<file path="config.mk">
export PLATFORM = sky130hd
export DESIGN_NAME = add16_core
export DESIGN_NICKNAME = d
export VERILOG_FILES = /design/src/rtl/add16_core.sv
export SDC_FILE = /design/constraint.sdc
export NUM_CORES = 1
export LEC_CHECK = 0
export CORE_MARGIN = 2
export CORE_UTILIZATION = 25
export DETAILED_ROUTE_END_ITERATION = 6
export GPL_ROUTABILITY_DRIVEN = 0
export PLACE_DENSITY = 0.63
export SLEW_MARGIN = 40
export SYNTH_ARGS = -nofsm -noshare
export SYNTH_HDL_FRONTEND = slang
export SYNTH_SLANG_ARGS = --single-unit
</file>
<file path="constraint.sdc">
create_clock -name clk -period 0.8 [get_ports clk]
set_clock_uncertainty 0.2 [all_clocks]
set_input_delay 0.16 -clock clk [delete_from_list [all_inputs] [get_ports clk]]
set_output_delay 0.16 -clock clk [all_outputs]
set_load 0.05 [all_outputs]
</file>
<file path="src/rtl/add16_core.sv">
// 16-bit registered ripple-carry adder built from Nand2Tetris-style half/full adder cells.
// Define ADD16_SATURATE_EN to clamp the sum on signed overflow instead of wrapping.

module add16_half_adder (
    input  logic a,
    input  logic b,
    output logic sum,
    output logic carry
);
    assign sum   = a ^ b;
    assign carry = a & b;
endmodule

module add16_full_adder (
    input  logic a,
    input  logic b,
    input  logic c,
    output logic sum,
    output logic carry
);
    logic partialSum;
    logic carryAb;
    logic carryPc;

    add16_half_adder haAb (.a(a),          .b(b), .sum(partialSum), .carry(carryAb));
    add16_half_adder haPc (.a(partialSum), .b(c), .sum(sum),        .carry(carryPc));

    assign carry = carryAb | carryPc;
endmodule

module add16_core #(
    parameter int WIDTH = 16
) (
    input  logic             clk,
    input  logic             rst_n,
    input  logic             in_valid,
    input  logic [WIDTH-1:0] in_a,
    input  logic [WIDTH-1:0] in_b,
    input  logic             carry_in,
    output logic             out_valid,
    output logic [WIDTH-1:0] sum,
    output logic             carry_out,
    output logic             overflow,
    output logic             zero,
    output logic             negative
);
    logic [WIDTH:0]   carryChain;
    logic [WIDTH-1:0] rawSum;
    logic [WIDTH-1:0] sum_d;
    logic             carry_d;
    logic             overflow_d;

    logic             valid_q;
    logic [WIDTH-1:0] sum_q;
    logic             carry_q;
    logic             overflow_q;
    logic             zero_q;
    logic             negative_q;

    assign carryChain[0] = carry_in;

    for (genvar i = 0; i < WIDTH; i++) begin : g_ripple
        add16_full_adder fa (
            .a    (in_a[i]),
            .b    (in_b[i]),
            .c    (carryChain[i]),
            .sum  (rawSum[i]),
            .carry(carryChain[i+1])
        );
    end

    assign carry_d    = carryChain[WIDTH];
    assign overflow_d = carryChain[WIDTH] ^ carryChain[WIDTH-1];

`ifdef ADD16_SATURATE_EN
    // Overflow only happens with equal operand signs, so in_a's sign picks the rail.
    always_comb begin
        sum_d = rawSum;
        if (overflow_d) begin
            sum_d = in_a[WIDTH-1] ? {1'b1, {(WIDTH-1){1'b0}}} : {1'b0, {(WIDTH-1){1'b1}}};
        end
    end
`else
    assign sum_d = rawSum;
`endif

    always_ff @(posedge clk or negedge rst_n) begin
        if (!rst_n) begin
            valid_q    <= 1'b0;
            sum_q      <= '0;
            carry_q    <= 1'b0;
            overflow_q <= 1'b0;
            zero_q     <= 1'b0;
            negative_q <= 1'b0;
        end else begin
            valid_q <= in_valid;
            if (in_valid) begin
                sum_q      <= sum_d;
                carry_q    <= carry_d;
                overflow_q <= overflow_d;
                zero_q     <= (sum_d == '0);
                negative_q <= sum_d[WIDTH-1];
            end
        end
    end

    assign out_valid = valid_q;
    assign sum       = sum_q;
    assign carry_out = carry_q;
    assign overflow  = overflow_q;
    assign zero      = zero_q;
    assign negative  = negative_q;
endmodule

</file>
==> out/qor.txt, run 1 <==
sequential share of the synthesized area: 0.448
WS Path Type: input port to flip-flop
Hold Violations, Final: 0
residual DRC count: 0
worst path buffer plus inverter count: 2
CP Cell Sequence: buf_6, fa_2, fa_2, fa_2, fa_2, fa_2, fa_2, fa_2, fa_2, fa_2, fa_2, fa_2, fa_2, fa_2, fa_2, fa_2, inv_2, fa_2, nor4b_1, nand3_1, o22ai_1
share of the synthesized area in the top cell type: 0.448
largest net degree at the start of global routing: 21
drt first pass iters: 2
most area-hungry cell type in the Yosys netlist: dfrtp_1
Post-Synthesis Cell Area: 1120 um2
setup TNS: -71,280 ps
total wire length: 3090 um
total grt overflow: 0
nets: 190
CP most frequent cell: fa_2
fillcell total: 380
leakage: 0.919 nW
synth top area cells: dfrtp_1 (45%), fa_1 (29%), mux2_2 (16%)
critical path arrival: 6390 ps
most frequent cells in the layout: clkdlybuf4s50_1 (29), buf_12 (23), dfrtp_2 (19)
Die Y: 70.9 um
total clock buffers created by CTS: 3
fin crit share: 8.06
number of antenna violations at the first check in global routing: 0
MaxCap Viol Count: 0
Mapped Cells: 71
Site Rows: 24
number of global-route vias before repair: 1,004
TritonCTS clock tree: yes
IO Pins: 57
slowest CP cell: fa_2
CP top delay family: adder cells
Most Crowded Layer GR: met2
Power Density: 2290 nW/um2
Routed WL per cell: 16.4 um
hpwl dp: 2470 um
layout cell share with drive strength beyond 1: 0.664
highest clock rate: 155 MHz
crit path capture type: flip-flop
synthesis-to-finish area growth: 99.1%
met2 usage: 0.239
RSZ-0062 raised after global routing: true
clock buffer depth: 2
die width: 70.9 um
slew margin rel.: 0.743
Yosys warning count: 0
Port Buffers: 56
Final Critical Period: 6450 ps
crit-path max cell delay: 430 ps
Syn Area/Cell: 15.7 um2
Inserted Diodes: 0
fin cells: 189
worst min path class: input port to asynchronous set/reset pin
max-slew violation count: 0
global-route met3 utilization: 0.0342
Synth Register Bits: 20
Clock transition at path regs: 80 ps
Yosys cell types: 15
outcome: finished, violations left
Worst-Skew Late Latency: 260 ps
worst-margin pin slew: 382 ps
Net Count, Synth: 123
worst-path fanout max: 2
DIE AREA: 5020 um2
Root Buffer: clkbuf_8
H-tree depth: 1
final worst setup slack: -5650 ps
met1 Resource Use GR: 0.143
first-pass GRT wire length: 4950 um
Post-Place Setup Slack: -6340 ps
critical path required time: 740 ps
Clock Sinks: 20
Worst VDD drop: 1.58 mV
CP startpoint kind: input port
Via-to-Cell Ratio: 4.43
most common cell after layout, fill and taps aside: clkdlybuf4s50_1
initial DRC count: 23
via count: 837
Final setup viols: 40
Placed Cells incl. Taps: 181
Routed Antenna Nets: 0
GRT Util Overall: 0.133
initial core utilization: 0.258
Core ar.: 4320 um2
failing checks: setup timing
-- kinds of logic after synthesis --
family,after synthesis,share of synthesized area
adders and majority gates,16,0.287
and+or+nand+nor,8,0.0414
xor gates and xnor gates,1,0.00784
AOI/OAI and AO/OA,3,0.0146
muxes,16,0.161
DFF,20,0.448
buffers and inverters,7,0.0403
-- path summary, 6_finish.rpt --
check                      slack, ps  depth (start not counted)  startpoint  endpoint
hold / removal                    60                          2       rst_n    sum[9]
min in group clk                 170                          3     in_a[0]    sum[0]
setup / recovery               -5650                         21     in_a[0]      zero
hold reg to reg                  360                          1      sum[2]    sum[2]
max in group asynchronous        190                          2       rst_n    sum[1]
setup reg to reg                -340                          2      sum[8]    sum[8]
-- per-stage QoR --
step	cell area [um2]	hold slack, ps	total power, W	utilization
after floorplan	1230	-336	0.00280	-
after global placement	2090	323	0.00427	0.484
after detailed placement	2090	338	0.00431	0.484
after CTS	2200	54.6	0.00513	0.509
after global routing	2220	43.2	0.00533	0.514
final	2220	55.8	0.00510	0.514
-- layout make-up --
| class | count | area, um2 | share of cell area |
|---|---|---|---|
| timing repair buffer | 65 | 888 | 0.399 |
| sequential | 20 | 524 | 0.236 |
| tap | 52 | 65.1 | 0.0292 |
| inverter | 4 | 15.0 | 0.00675 |
| clock buffer | 4 | 45.0 | 0.0202 |
| multi-input combinational | 44 | 687 | 0.309 |
-- worst reg2reg max path: cells and delay by family (launching register included) --
family	cells	cell delay, ps
flip-flops	1	430
multiplexers	1	260
buffers and inverters	1	140
-- synth_stat cells --
library cell	instances
a21oi_1	2
buf_4	1
buf_6	2
dfrtp_1	20
fa_1	16
inv_1	4
mux2_2	16
nand3_1	1
nand3b_1	1
nor2_1	2
nor3_1	1
nor4_1	2
nor4b_1	1
o22ai_1	1
xnor2_1	1
-- metal layers --
layer / vias up / routed length (um)
met4: 0 / 100
met3: 8 / 142
met1: 425 / 1150
met5: - / 0
li1: 370 / -
met2: 34 / 1700
-- where the power goes --
part | switching [W] | leakage (nW) | internal (W)
clock | 0.000331 | 0.0228 | 0.000354
combinational | 0.00129 | 0.680 | 0.00160
sequential | 0.000248 | 0.216 | 0.00127
total | 0.00187 | 0.919 | 0.00322
-- state kept, by name, indices dropped and copies added, names as in the netlist --
signal	flops
overflow	1
carry_out	1
zero	1
out_valid	1
sum	16
-- timing repair --
item                       in CTS  in global routing
pin swaps                       1                  2
setup endpoints to repair      41                 40
gates cloned                    1                  0
hold buffers                    0                  0
gates resized for setup        25                  3
setup buffers                   3                  1
Power figures use the tool's default switching activity.
==> run 2: changes to the inputs <==
--- a/config.mk
+++ b/config.mk
@@ -5,8 +5,11 @@
 export SDC_FILE = /design/constraint.sdc
 export NUM_CORES = 1
 export LEC_CHECK = 0
+export ABC_CLOCK_PERIOD_IN_PS = 800
+export CAP_MARGIN = 20
 export CORE_MARGIN = 2
 export CORE_UTILIZATION = 25
+export CTS_CLUSTER_SIZE = 16
 export DETAILED_ROUTE_END_ITERATION = 6
 export GPL_ROUTABILITY_DRIVEN = 0
 export PLACE_DENSITY = 0.63
==> results of run 2 <==
No change in the layout: final DEF, timing and power equal those of run 1.
